**src/rtl/rotm_pipe.sv**
```systemverilog
// rotm_pipe: pipelined rotate/shift-and-mask unit for the fixed-point path.
// Every mode runs through one left rotator plus a mask merge; shifts are a
// rotation with a generated mask and a fill value inserted under ~mask.
module rotm_pipe #(
  parameter int DWIDTH = 32,
  parameter int STAGES = 2,
  localparam int AW = $clog2(DWIDTH)
) (
  input  logic              clk,
  input  logic              reset,
  input  logic              valid_in,
  output logic              ready_in,
  input  logic [1:0]        mode,
  input  logic [DWIDTH-1:0] x,
  input  logic [DWIDTH-1:0] q,
  input  logic [AW:0]       num,
  input  logic [AW-1:0]     mstart,
  input  logic [AW-1:0]     mstop,
  output logic              valid_out,
  input  logic              ready_out,
  output logic [DWIDTH-1:0] y,
  output logic              cout,
  output logic [3:0]        cr
);
  localparam logic [1:0] M_ROTM = 2'b00;
  localparam logic [1:0] M_SL   = 2'b01;
  localparam logic [1:0] M_SRA  = 2'b11;

  if (!(DWIDTH == 32 || DWIDTH == 64)) begin : g_bad_dwidth
    $error("rotm_pipe: DWIDTH must be 32 or 64");
  end
  if (!(STAGES == 1 || STAGES == 2)) begin : g_bad_stages
    $error("rotm_pipe: STAGES must be 1 or 2");
  end

  logic              advance;
  logic [STAGES-1:0] vld_q, vld_d;

  assign valid_out = vld_q[STAGES-1];
  assign advance   = ~valid_out | ready_out;
  assign ready_in  = advance;

  // Valid bits move in lockstep with the data; a stall freezes every stage.
  always_comb begin
    vld_d = vld_q;
    if (advance) begin
      vld_d    = vld_q << 1;
      vld_d[0] = valid_in;
    end
  end

  // Stage valid register.
  always_ff @(posedge clk or posedge reset)
    if (reset) vld_q <= '0;
    else       vld_q <= vld_d;

  // ---------------- front end: rotator and mask generator ----------------
  logic [AW-1:0]       rot_amt;
  logic [2*DWIDTH-1:0] rot_dbl;
  logic [DWIDTH-1:0]   rot_a, mask_a, ins_a, ones;
  logic                sign_a, sout_a;

  // Right shifts rotate left by (DWIDTH - n); num[AW] means "everything
  // shifted out", which simply empties the mask.
  always_comb begin
    ones    = '1;
    sign_a  = x[DWIDTH-1];
    rot_amt = num[AW-1:0];
    if (mode[1]) rot_amt = ~num[AW-1:0] + {{(AW-1){1'b0}}, 1'b1};
    rot_dbl = {x, x} << rot_amt;
    rot_a   = rot_dbl[2*DWIDTH-1:DWIDTH];
    mask_a  = '0;
    ins_a   = '0;
    case (mode)
      M_ROTM: begin
        // i is the PowerISA bit index (0 = MSB); stop < start wraps around
        for (int i = 0; i < DWIDTH; i++) begin
          if (mstart <= mstop)
            mask_a[DWIDTH-1-i] = (AW'(i) >= mstart) && (AW'(i) <= mstop);
          else
            mask_a[DWIDTH-1-i] = (AW'(i) >= mstart) || (AW'(i) <= mstop);
        end
        ins_a = q;
      end
      M_SL: mask_a = num[AW] ? '0 : ones << num[AW-1:0];
      default: begin
        mask_a = num[AW] ? '0 : ones >> num[AW-1:0];
        if (mode == M_SRA) ins_a = {DWIDTH{sign_a}};
      end
    endcase
    // bits rotated into the masked-off region are exactly the ones shifted out
    sout_a = |(rot_a & ~mask_a);
  end

  // ---------------- optional mid-pipe register ----------------
  logic [DWIDTH-1:0] b_rot, b_mask, b_ins;
  logic [1:0]        b_mode;
  logic              b_sign, b_sout;

  if (STAGES == 2) begin : g_s1
    logic [DWIDTH-1:0] rot_q, rot_d, mask_q, mask_d, ins_q, ins_d;
    logic [1:0]        mode_q, mode_d;
    logic              sign_q, sign_d, sout_q, sout_d;

    // Capture rotator/mask results when the pipe advances, else hold.
    always_comb begin
      rot_d  = rot_q;  mask_d = mask_q; ins_d  = ins_q;
      mode_d = mode_q; sign_d = sign_q; sout_d = sout_q;
      if (advance) begin
        rot_d  = rot_a;  mask_d = mask_a; ins_d  = ins_a;
        mode_d = mode;   sign_d = sign_a; sout_d = sout_a;
      end
    end

    // Stage 1 register.
    always_ff @(posedge clk or posedge reset)
      if (reset) begin
        rot_q  <= '0; mask_q <= '0; ins_q  <= '0;
        mode_q <= '0; sign_q <= 1'b0; sout_q <= 1'b0;
      end else begin
        rot_q  <= rot_d;  mask_q <= mask_d; ins_q  <= ins_d;
        mode_q <= mode_d; sign_q <= sign_d; sout_q <= sout_d;
      end

    assign b_rot  = rot_q;  assign b_mask = mask_q; assign b_ins  = ins_q;
    assign b_mode = mode_q; assign b_sign = sign_q; assign b_sout = sout_q;
  end else begin : g_s0
    assign b_rot  = rot_a;  assign b_mask = mask_a; assign b_ins  = ins_a;
    assign b_mode = mode;   assign b_sign = sign_a; assign b_sout = sout_a;
  end

  // ---------------- back end: merge, flags, output register ----------------
  logic [DWIDTH-1:0] y_q, y_d, y_new;
  logic [3:0]        cr_q, cr_d;
  logic              cout_q, cout_d, lt, eq;

  // Merge rotated data with the insert value and derive the condition field.
  always_comb begin
    y_new  = (b_rot & b_mask) | (b_ins & ~b_mask);
    lt     = y_new[DWIDTH-1];
    eq     = (y_new == '0);
    y_d    = y_q;
    cr_d   = cr_q;
    cout_d = cout_q;
    if (advance) begin
      y_d    = y_new;
      cr_d   = {lt, ~lt & ~eq, eq, 1'b0};
      cout_d = (b_mode == M_SRA) & b_sign & b_sout;
    end
  end

  // Output register.
  always_ff @(posedge clk or posedge reset)
    if (reset) begin
      y_q <= '0; cr_q <= '0; cout_q <= 1'b0;
    end else begin
      y_q <= y_d; cr_q <= cr_d; cout_q <= cout_d;
    end

  assign y    = y_q;
  assign cr   = cr_q;
  assign cout = cout_q;
endmodule

```
**config.mk**
```make
export PLATFORM = sky130hd
export DESIGN_NAME = rotm_pipe
export DESIGN_NICKNAME = d
export VERILOG_FILES = /design/src/rtl/rotm_pipe.sv
export SDC_FILE = /design/constraint.sdc
export NUM_CORES = 1
export LEC_CHECK = 0
export CORE_MARGIN = 2
export CORE_UTILIZATION = 55
export DETAILED_ROUTE_END_ITERATION = 8
export GPL_TIMING_DRIVEN = 0
export HOLD_SLACK_MARGIN = 0.15
export PLACE_DENSITY_LB_ADDON = 0.1
export SLEW_MARGIN = 25
export SYNTH_ARGS = -nofsm -noshare
export SYNTH_HDL_FRONTEND = slang
export SYNTH_SLANG_ARGS = --single-unit
```
**constraint.sdc**
```tcl
create_clock -name clk -period 7.1 [get_ports clk]
set_clock_uncertainty 0.05 [all_clocks]
set_input_delay 1.775 -clock clk [delete_from_list [all_inputs] [get_ports clk]]
set_output_delay 1.775 -clock clk [all_outputs]
set_load 0.03 [all_outputs]
```
== Word-level counts from Yosys, hierarchy flattened ==
Cells that the tools add are included.
Word-level totals
  bits in registers: 138
  input port bits: 86
  output and inout bits: 39
  word-level logic and storage cells: 201
Operators by class
  add/subtract/negate cells: 1
  $lt $le $gt $ge: 65
  eq/ne operators: 3
  shift-type cells: 3
  muxes and demuxes: 38
  bitwise gates (word level): 14
  reduce and logical (&&, ||, !) cells: 67
Operators by type and width (count)
  $pmux 32 s2: 2
  $and 32x32->32: 3
  $mux 32: 3
  $ge 5x5->1 const A: 16
  $le 5x5->1 const A: 16
  $not 32->32: 2
  $shl 64x5->64: 1
  $ge 4x5->1 const A: 8
  $le 4x5->1 const A: 8
  $logic_and 1x1->1: 32
  $logic_not 32->1: 1
  $logic_or 1x1->1: 32
  $mux 1: 32
  $or 32x32->32: 1
  $reduce_or 32->1: 1
  $shl 32x5->32 const A: 1
  $shr 32x5->32 const A: 1
  $ge 3x5->1 const A: 4
  $le 3x5->1 const A: 4
  $ge 1x5->1 const A: 2
  $ge 2x5->1 const A: 2
  $le 1x5->1 const A: 2
  $le 2x5->1 const A: 2
  $add 5x1->5 const B: 1
  9 further kinds: 14

== Logic depth before layout (Yosys ltp) ==
Gate-level depths: netlist of run 1.
  depth in word-level cells: 7
  gate-level depth with buffers: 17
  gate-level depth less buffers: 12

== Least setup slack after synthesis of run 1 ==
Ideal clock, no wire load.
  kind: in2reg
  start: input port num[0]
  end: register g_s1.sout_q, in the netlist b_sout
  setup time: 0.133 ns
  data arrival time: 4.796 ns
  data required time: 6.917 ns
  path slack: 2.122 ns
  cell stages on the path: 16
  buffers on the path: 4
  cells stage by stage: buf_6 -> buf_4 -> buf_4 -> inv_1 -> ha_1 -> ha_1 -> mux2_4 -> buf_2 -> mux4_2 -> mux2i_1 -> mux2i_1 -> nand2_1 -> o22ai_1 -> a2111o_1 -> a2111oi_2 -> a31oi_1
Between the ends
  longest elaborated chain between the ends: 6
  elaborated cells between the ends (all ways): 12
  classes of those cells: add/sub (1); shift (3); mux (4); bitwise (3); reduce/logical (1)
RTL lines
  start, declared: RTL line 16  | input logic [AW:0] num,
  $not 5->5, or another cell as far along: RTL line 69  | if (mode[1]) rot_amt = ~num[AW-1:0] + {{(AW-1){1'b0}}, 1'b1};
  $add 5x1->5, or another cell as far along: RTL line 69
  $mux 5 / $pmux 32 s2 (equally long branches): RTL line 69, 74
  $shl 64x5->64 / $not 32->32 (equally long branches): RTL line 70, 92
  $and 32x32->32 (*): RTL line 92  | sout_a = |(rot_a & ~mask_a);
  $reduce_or 32->1 (*): RTL line 92
  end signal, assigned: RTL line 122  | mode_q <= mode_d; sign_q <= sign_d; sout_q <= sout_d;
  end, declared: RTL line 103  | logic sign_q, sign_d, sout_q, sout_d;
Mark *: on every way between the ends. The rest lies on a longest branch, timed or not.
A chain may end at the register's enable or synchronous reset.

== Worst setup path in the final report of run 1 ==
  start: input port ready_out
  end: output port ready_in
Between the ends
  longest elaborated chain between the ends: 1
RTL lines
  start, declared: RTL line 20  | input logic ready_out,
  $or 1x1->1: RTL line 40  | assign advance = ~valid_out | ready_out;
  end, declared: RTL line 12  | output logic ready_in,
No other way between the ends.

==> summary.txt, run 1 <==
Outcome
  – Outcome: finished, final reports clean

Timing
  – Final critical-path setup slack: 0.999 ns
  – Total of endpoints with negative setup slack in the final report: 0
  – Share of the clock period used by the worst path: approximately 86%
  – Endpoints failing hold: 0
  – Transition time of the tightest slew-check pin: 1.02 ns
  – RSZ-0062 raised after global routing: no
  – Clock period minus worst slack: 6.10 ns
  – Final slew viol count: 0
  – Fmax achieved: 164 MHz
  – Relative slew margins: 32.2%
  – Final-layout setup total negative slack: 0 ns

GRT
  – Wire length of the first global-routing pass: 50.7 mm
  – Number of antenna violations at the first check in global routing: 0
  – Vias in the first global route: 9008
  – Largest net degree at the start of global routing: 91
  – Residual overflow from global routing: 0
  – Overall global routing resource usage: between 30% and 40%

Cells and area
  – Non-filler cells, final: 1472
  – Core occupancy in the finished layout: 69.2%
  – Leading cell type in the layout, fill and taps excluded: nor2_1
  – Leading cell types in the layout, fill and taps excluded: nor2_1 (201), dfrtp_1 (137), a21oi_1 (136), mux2i_1 (120), clkdlybuf4s50_1 (118)
  – Filler cell count: roughly 1400
  – Area growth from synthesis to layout: 22.3%
  – Ant diodes: 0
  – Net count reported at finish: 1334
  – Fraction of layout instances using a drive strength above 1: between 8 and 9%

Clocking
  – Post-cts hold buffer count: 0
  – Sinks on Clock Net: approximately 140
  – Maximum clock path buffer count: 2
  – Root Driver: clkbuf_16
  – H-tree lvl count: 4
  – Number of buffers inserted during clock tree synthesis: 17
  – Buffers inserted during post-CTS setup optimization: 0
  – Insertion delay of the later-clocked pin in the worst-skew pair: 0.43 ns
  – Reg clk slew, reported paths: 0.06 ns
  – Post-CTS resize count: 0
  – CTS tree: built

Worst setup path
  – Critical path cell sequence: clkdlybuf4s50_1, nor2b_1, inv_1, clkbuf_1, clkbuf_1, clkdlybuf4s50_1
  – Data arrival time of the critical path: ~4.3 ns
  – Worst Path Required: ~5.3 ns
  – Critical path class: primary input to output pin
  – Slowest cell on the critical path: clkdlybuf4s50_1
  – Element type at the critical path start: primary input
  – Maximum fanout count along the critical path: 10
  – Endpoint class of the critical path: output pin
  – Category of cells accounting for the largest share of critical-path delay: buffers and inverters
  – Slowest stage delay, CP: about 0.77 ns
  – CP Buf/Inv Count: 5

Synth
  – Number of instances in the synthesized netlist: 1101
  – Portion of synthesized cell area occupied by the leading cell type: between 30% and 40%
  – Number of synthesized flops with an enable pin: 0
  – Cell area after technology mapping: 9450 µm²
  – Synth async-reset ratio: 100%
  – Dominant cells by area after synthesis: dfrtp_1 (36%), mux2i_1 (13%), nor2_1 (8.0%)
  – Number of warnings printed during yosys synthesis: 0
  – Sequential share of the synthesized area: between 30% and 40%
  – Library cell with the largest summed area after synthesis: dfrtp_1
  – Top FF cell, synth: dfrtp_1
  – Average cell area after synthesis: around 8.6 µm²
  – Net Count, Synth: 1196
  – Synth cell types: 68
  – Number of register bits inferred by synthesis: 137

Die
  – Initial core utilization: 56.6%
  – Area enclosed by the die boundary: 18200 µm²
  – Die height: 135 µm
  – Width of the chip: 135 µm
  – Row count: 47
  – IO Pins: 125
  – Area of the core region: roughly 17000 µm²

Job
  – # Max-Cap Violations: 0

Place
  – Placed instance count: 1440
  – Weighted congestion reported at the end of routability-driven placement: 1.07
  – Post-place setup slack: 0.825 ns
  – Number of port buffers: about 120
  – Post-detailed-placement half-perimeter wirelength: 25.3 mm

Routing
  – Number of nets with antenna violations after routing: 0
  – Number of iterations in the first detailed-routing pass: 8
  – Average vias per placed instance: 6.34
  – Number of vias in the routed layout: between 9000 and 10000
  – Remaining design rule violation count: 0
  – Iteration-0 DRC count of the detailed router: about 1200
  – Final routed wirelength across all metal layers: 33.2 mm
  – Detailed-route wire length per cell: 22.5 µm

Hold path
  – HP Class: flop to flop

Power
  – Pwr dens: 276 nW/µm²
  – Worst vdd ir: 0.000229 V
  – Reported leakage power: between 4 and 5 nW
-- cell usage after synthesis, types with 9 or more instances --
master      n
mux2_1     11
buf_4      11
nand3_1    14
ha_1        9
o21ai_0    53
dfrtp_1   137
nor2_1    201
inv_1      14
mux4_2     12
nand2_1   105
a21oi_1   136
mux2_2     22
maj3_1     20
clkbuf_1   58
mux2i_1   120
a31oi_1    12
nand4_1    12
-- worst reg2reg max path, stage by stage (launching register included) --
cell     delay (ns)
dfrtp_1        0.37
mux2i_1        0.42
nand4_1        0.17
nor4_1         0.79
nand2_1        0.24
nand3_1        0.15
nand2_1        0.06
-- where the power goes --
part	internal (mW)	switching (mW)
clock	0.560	0.363
sequential	0.958	0.115
combinational	0.467	0.729
total	1.98	1.21
-- through the flow --
step / hold slack (ns) / total power, mW / cell area, µm²
global route: 0.442 / 3.31 / 11600
CTS: 0.419 / 3.16 / 11600
detailed placement: 0.406 / 2.24 / 10900
finish: 0.418 / 3.19 / 11600
global placement: 0.390 / 2.22 / 10900
floorplan: 0.380 / 1.79 / 9450
-- area by class of cell --
type                    count  area (µm²)  share of cell area [%]
clock inverters            15         191                    1.66
clock buffers              17         425                    3.68
flip-flops and latches    137        3430                    29.7
multi-input cells         861        5560                    48.1
inverters                  16        67.6                   0.585
well taps                 220         275                    2.38
plain buffers              87         403                    3.49
repair buffers            119        1210                    10.5
-- cells by family (layout without fill, tap and decap cells) --
| group | count (synthesis) | after routing | synth area share [%] |
|---|---|---|---|
| flip-flops | 137 | 137 | 36.3 |
| multiplexers | 172 | 172 | 20.7 |
| other | 1 | 1 | 0.0397 |
| buffers and inverters | 103 | 254 | 4.90 |
| adder cells (fa/ha/maj) | 29 | 29 | 3.31 |
| AND/OR/NAND/NOR | 375 | 375 | 16.5 |
| XOR/XNOR | 4 | 4 | 0.450 |
| AO/OA/AOI/OAI | 280 | 280 | 17.9 |
-- final timing paths --
kind / start / to / slack [ns] / cells after the start
min in group asynchronous: reset / y[24] / 1.69 / 2
max in group asynchronous: reset / b_mask[6] / 4.57 / 3
max: ready_out / ready_in / 1.0 / 6
min reg2reg: b_rot[26] / b_rot[26] / 0.42 / 2
min: b_rot[26] / b_rot[26] / 0.42 / 2
max reg2reg: b_mask[15] / cr[2] / 4.75 / 6
-- per-layer routing --
layer  wire length, µm  global-route usage (%)  up-vias
met2             14800                    56.9      532
li1                  -                       -     4201
met1             13900                    50.3     4498
met4              1330                    14.4        0
met5                 0                    1.94        -
met3              3230                    7.55       95
-- flip-flops by register name, summed over array words and instances, names as in the netlist --
signal,count
b_sout,1
b_rot,32
vld_q,2
cout,1
y,32
b_mode,2
b_ins,32
cr,2
b_mask,32
b_sign,1
(Power assumes the default switching activity.)
==> run 2, diff against run 1 <==
--- a/config.mk
+++ b/config.mk
@@ -9,4 +9,5 @@
 export CORE_UTILIZATION = 55
 export DETAILED_ROUTE_END_ITERATION = 8
+export GPL_ROUTABILITY_DRIVEN = 0
 export GPL_TIMING_DRIVEN = 0
 export HOLD_SLACK_MARGIN = 0.15
--- a/constraint.sdc
+++ b/constraint.sdc
@@ -3,3 +3,3 @@
 set_input_delay 1.775 -clock clk [delete_from_list [all_inputs] [get_ports clk]]
 set_output_delay 1.775 -clock clk [all_outputs]
-set_load 0.03 [all_outputs]
+set_load 0.02 [all_outputs]
==> run 2 against run 1 <==
Net effect: sequential power about the same; utilization fell by 0.33 points; worst setup slack better by 0.041 ns; highest routed layer unchanged.
==> summary.txt, run 2 (synthesis results as in run 1) <==
Power
  – Total power draw: 3.06 mW (-4.2%)
  – Reported leakage power: 4.93 nW (-0.42%)
  – Pwr dens: 266 nW/µm² (-3.8%)
  – Worst vdd ir: 0.000203 V (-12%)

Routing
  – Number of nets with antenna violations after routing: 0 (unchanged)
  – Number of iterations in the first detailed-routing pass: 7 (-1)
  – Iteration-0 DRC count of the detailed router: 1242 (+2.4%)
  – Detailed-route wire length per cell: 21.4 µm (-5.1%)
  – Average vias per placed instance: 6.35 (+0.17%)
  – Final routed wirelength across all metal layers: 31.5 mm (-5.1%)
  – Remaining design rule violation count: 0 (unchanged)
  – Number of vias in the routed layout: 9342 (+0.17%)

GRT
  – Number of antenna violations at the first check in global routing: 0 (unchanged)
  – Vias in the first global route: 9048 (+0.44%)
  – Overall global routing resource usage: 35.0% (-1.6 points)
  – Wire length of the first global-routing pass: 49.3 mm (-2.8%)
  – Largest net degree at the start of global routing: 83 (-8.8%)
  – Residual overflow from global routing: 0 (unchanged)

Worst setup path
  – Data arrival time of the critical path: 4.24 ns (-0.04 ns)
  – Category of cells accounting for the largest share of critical-path delay: buffers and inverters
  – Slowest stage delay, CP: 0.71 ns (-0.06 ns)
  – Critical path cell sequence: clkdlybuf4s50_1, nor2b_1, inv_1, clkbuf_1, clkbuf_1, clkdlybuf4s50_1
  – Slowest cell on the critical path: clkdlybuf4s50_1
  – Worst Path Required: 5.28 ns (about the same)
  – CP Buf/Inv Count: 5 (unchanged)
  – Maximum fanout count along the critical path: 10 (unchanged)
  – Worst reg2reg setup slack: 4.86 ns (+0.11 ns)
  – Critical path class: primary input to output pin
  – Endpoint class of the critical path: output pin
  – Element type at the critical path start: primary input

Clocking
  – Sinks on Clock Net: 137 (unchanged)
  – Buffers inserted during post-CTS setup optimization: 0 (unchanged)
  – Reg clk slew, reported paths: 0.06 ns (about the same)
  – Maximum clock path buffer count: 2 (unchanged)
  – Post-CTS resize count: 0 (unchanged)
  – Post-cts hold buffer count: 0 (unchanged)
  – Number of buffers inserted during clock tree synthesis: 17 (unchanged)
  – CTS tree: built
  – H-tree lvl count: 4 (unchanged)
  – Root Driver: clkbuf_16
  – Insertion delay of the later-clocked pin in the worst-skew pair: 0.43 ns (about the same)

Cells and area
  – Fraction of layout instances using a drive strength above 1: 8.63% (unchanged)
  – Leading cell type in the layout, fill and taps excluded: nor2_1
  – Leading cell types in the layout, fill and taps excluded: nor2_1 (201), dfrtp_1 (137), a21oi_1 (136), mux2i_1 (120), clkdlybuf4s50_1 (118)
  – Area growth from synthesis to layout: 21.7%
  – Ant diodes: 0 (unchanged)
  – Net count reported at finish: 1334 (unchanged)

Timing
  – Final slew viol count: 0 (unchanged)
  – Clock period minus worst slack: 6.06 ns (-0.0409 ns)
  – Total of endpoints with negative setup slack in the final report: 0 (unchanged)
  – Endpoints failing hold: 0 (unchanged)
  – RSZ-0062 raised after global routing: no
  – Fmax achieved: 165 MHz (+0.67%)
  – Relative slew margins: 39.2% (+7.0 points)
  – Transition time of the tightest slew-check pin: 0.912 ns (-0.105 ns)
  – Share of the clock period used by the worst path: 85.4% (-0.58 points)
  – Final-layout setup total negative slack: 0 ns (unchanged)

Die
  – Width of the chip: 135 µm (unchanged)
  – Area of the core region: 16700 µm² (unchanged)
  – IO Pins: 125 (unchanged)
  – Area enclosed by the die boundary: 18200 µm² (unchanged)
  – Die height: 135 µm (unchanged)
  – Initial core utilization: 56.6% (unchanged)
  – Row count: 47 (unchanged)

Hold path
  – HP Class: flop to flop

Place
  – Number of port buffers: 118 (unchanged)
  – Post-detailed-placement half-perimeter wirelength: 24.0 mm (-5.3%)

Job
  – # Max-Cap Violations: 0 (unchanged)

Outcome
  – Outcome: finished, final reports clean
## run 2: cell count changes in the layout (fill, tap and decap cells not counted), sizes merged
cell / before / now
bufinv: 3 / 1
clkinv: 1 / 5
inv: 22 / 19
clkbuf: 75 / 76
## run 2: path summary, 6_finish.rpt
kind                                 start        end  cells after the start
worst min-delay path                 cr[2]      cr[2]                      2
worst max-delay path             ready_out   ready_in                      6
worst min register to register       cr[2]      cr[2]                      2
worst max register to register  b_mask[15]      cr[2]                      6
min in group asynchronous            reset      y[20]                      2
max in group asynchronous            reset  b_mask[7]                      3
## run 2: per-layer routing
layer	global-route usage (%)	vias to the layer above	wire length, µm
li1	-	4190	-
met1	48.9	4405	13200
met2	53.6	633	13800
met3	7.13	114	3170
met4	14.4	0	1310
met5	0	-	0
## run 2: where the power goes
part           internal [mW]  switching (mW)
clock network          0.491           0.355
logic                  0.467           0.667
registers              0.958           0.118
## run 2: through the flow
step / hold WS, ns / setup WS [ns] / cell area [µm²] / cells / util [%]
final: 0.419 / 1.04 / 11500 / 1472 / 68.9
after global routing: 0.446 / 1.00 / 11500 / 1472 / 68.9
after CTS: 0.423 / 1.11 / 11500 / 1472 / 68.9
after detailed placement: 0.405 / 1.06 / 10900 / 1440 / 65.5
after global placement: 0.402 / -0.222 / 10900 / 1439 / 65.3
after floorplan: 0.380 / 1.61 / 9450 / 1101 / -
## run 2: tightest hold or removal path: cells and delay by family (launching register included)
kind             cells  cell delay (ns)
flip-flops           1             0.34
AND/OR/NAND/NOR      2             0.10
## run 2: cell type report
class,instances,area (µm²)
buffer,87,403
clock buffer,18,439
clock inverter,14,123
fill,1404,5200
inverter,16,67.6
multi-input combinational,861,5560
sequential,137,3430
tap,220,275
timing repair buffer,119,1210
==> run 3, diff against run 2 <==
CELL_PAD_IN_SITES_DETAIL_PLACEMENT = 1   (was unset)
CELL_PAD_IN_SITES_GLOBAL_PLACEMENT = 2   (was unset)
CORE_UTILIZATION = 34   (was 55)
MAX_ROUTING_LAYER = met4   (was unset)
==> run 3 against run 2 <==
Net effect: utilization shrank 26 points; largest cell class unchanged; register-to-register slack got worse by 0.06 ns; hold slack improved by 0.0076 ns; die area rose by 60%; sequential power about the same; sequential cell count stayed put; critical path depth is the same; maximum frequency down 0.21%; critical path type unchanged; first-iteration DRC count down 49%.
==> summary.txt, run 3 (synthesis results as in run 1) <==
Cells and area
  – Area growth from synthesis to layout: 24.6%
  – Ant diodes: 0 (unchanged)
  – Filler cell count: 3245 (+130%)
  – Net count reported at finish: 1334 (unchanged)
  – Leading cell type in the layout, fill and taps excluded: nor2_1
  – Final Cell Area: 11800 µm² (+2.3%)
  – Leading cell types in the layout, fill and taps excluded: nor2_1 (201), dfrtp_1 (137), a21oi_1 (136), mux2i_1 (120), clkdlybuf4s50_1 (118)
  – Fraction of layout instances using a drive strength above 1: 8.63% (unchanged)

Worst setup path
  – Start point of the critical path: ready_out
  – Endpoint class of the critical path: output pin
  – Maximum fanout count along the critical path: 10 (unchanged)
  – Element type at the critical path start: primary input
  – Launch point of the worst reg-to-reg path: vld_q[1]
  – Data arrival time of the critical path: 4.25 ns (about the same)
  – Worst Path Required: 5.28 ns (about the same)
  – Critical path class: primary input to output pin

Clocking
  – H-tree lvl count: 4 (unchanged)
  – CTS tree: built
  – Buffers inserted during post-CTS setup optimization: 0 (unchanged)
  – Number of buffers inserted during clock tree synthesis: 17 (unchanged)
  – Root Driver: clkbuf_16
  – Post-CTS resize count: 0 (unchanged)
  – Post-cts hold buffer count: 0 (unchanged)
  – Reg clk slew, reported paths: 0.07 ns (about the same)
  – Maximum clock path buffer count: 2 (unchanged)
  – Sinks on Clock Net: 137 (unchanged)
  – Insertion delay of the later-clocked pin in the worst-skew pair: 0.43 ns (about the same)

Place
  – Number of port buffers: 118 (unchanged)
  – Post-detailed-placement half-perimeter wirelength: 30.4 mm (+27%)
  – Placed Area: 11100 µm² (+1.8%)

Timing
  – Total of endpoints with negative setup slack in the final report: 0 (unchanged)
  – Transition time of the tightest slew-check pin: 1.00 ns (+0.0902 ns)
  – Share of the clock period used by the worst path: 85.5% (+0.18 points)
  – Worst hold slack: 0.426 ns (+0.00755 ns)
  – Final slew viol count: 0 (unchanged)
  – Endpoints failing hold: 0 (unchanged)
  – Final-layout setup total negative slack: 0 ns (unchanged)
  – Fmax achieved: 165 MHz (-0.21%)
  – Relative slew margins: 33.2% (-6.0 points)
  – Clock period minus worst slack: 6.07 ns (+0.0129 ns)
  – RSZ-0062 raised after global routing: no

Routing
  – Final routed wirelength across all metal layers: 38.3 mm (+22%)
  – Number of nets with antenna violations after routing: 0 (unchanged)
  – Iteration-0 DRC count of the detailed router: 639 (-49%)
  – Number of iterations in the first detailed-routing pass: 5 (-2)
  – Average vias per placed instance: 5.61 (-12%)
  – Remaining design rule violation count: 0 (unchanged)
  – Detailed-route wire length per cell: 23.5 µm (+9.9%)
  – Number of vias in the routed layout: 9143 (-2.1%)

Power
  – Share of total power in sequential cells: 33.8% (-1.4 points)
  – Reported leakage power: 4.98 nW (+0.96%)
  – Worst vdd ir: 0.000179 V (-12%)
  – Net switching power of the design: 1.21 mW (+5.9%)
  – Net Sw Frac: 37.7% (+0.42 points)
  – Pwr dens: 272 nW/µm² (+2.3%)
  – Internal power contribution: 1.99 mW (+4.0%)
  – Combinational Power Share: 36.0% (-1.1 points)
  – Portion of total power attributed to the clock network: 30.2% (+2.5 points)

Hold path
  – HP Class: flop to flop
  – Startpoint of the lowest-slack hold path: vld_q[0]

Job
  – # Max-Cap Violations: 0 (unchanged)

GRT
  – Overall global routing resource usage: 27.6% (-7.4 points)
  – Number of antenna violations at the first check in global routing: 0 (unchanged)
  – Largest net degree at the start of global routing: 71 (-14%)
  – Residual overflow from global routing: 0 (unchanged)
  – Vias in the first global route: 9440 (+4.3%)
  – Wire length of the first global-routing pass: 58.5 mm (+19%)

Die
  – Width of the chip: 171 µm (+26%)
  – Die height: 171 µm (+26%)
  – IO Pins: 125 (unchanged)
  – Initial core utilization: 34.3% (-22 points)
  – Area of the core region: 27600 µm² (+65%)
  – Row count: 61 (+30%)
  – Area enclosed by the die boundary: 29100 µm² (+60%)

Outcome
  – Outcome: finished, final reports clean
run 3: path summary, 6_finish.rpt:
kind                         endpoint  slack, ns  cells after the start
setup / recovery             ready_in       1.03                      6
hold / removal               vld_q[0]       0.43                      2
setup reg to reg           b_mask[13]       4.80                      6
hold reg to reg              vld_q[0]       0.43                      2
max in group asynchronous   b_rot[10]       4.51                      3
min in group asynchronous   b_ins[16]       1.75                      2
run 3: area by class of cell:
cell class	instances	area [µm²]	share of cell area, %
Sequential cell	137	3430	29.1
Multi-Input combinational cell	861	5560	47.2
Clock buffer	17	425	3.61
Tap cell	378	473	4.02
Clock inverter	15	209	1.78
Inverter	16	67.6	0.574
Buffer	87	403	3.42
Timing Repair Buffer	119	1210	10.3
run 3: power groups by stage:
stage	clock network, mW	logic (mW)	registers [mW]
2_1_floorplan	0	0.616	1.13
6_report	0.968	1.15	1.08
5_1_grt	1.01	1.24	1.10
3_5_place_dp	0	1.15	1.10
3_3_place_gp	0	1.13	1.09
4_1_cts	0.968	1.15	1.08
run 3: worst max-delay path: stages:
cell and delay [ns]:
clkdlybuf4s50_1 0.46, nor2b_1 0.12, inv_1 0.17, clkbuf_1 0.50, clkbuf_1 0.48, clkdlybuf4s50_1 0.74
run 3: per-stage QoR:
| step | setup slack [ns] | total power, mW | std cells | util [%] |
|---|---|---|---|---|
| 4_1_cts | 1.02 | 3.20 | 1630 | 42.7 |
| 3_5_place_dp | 0.770 | 2.24 | 1598 | 40.4 |
| 2_1_floorplan | 1.61 | 1.74 | 1101 | - |
| 5_1_grt | 0.904 | 3.35 | 1630 | 42.7 |
| 3_3_place_gp | -0.537 | 2.22 | 1597 | 40.3 |
| 6_report | 1.03 | 3.20 | 1630 | 42.7 |
run 3: per-layer routing:
metal  GRT usage (%)  share of wire [%]  wire length, µm
met1            37.0                 46            17500
met2            45.9                 49            18800
met3            2.34                3.7             1430
met4            5.83                1.6              607
met5               -                  0                0
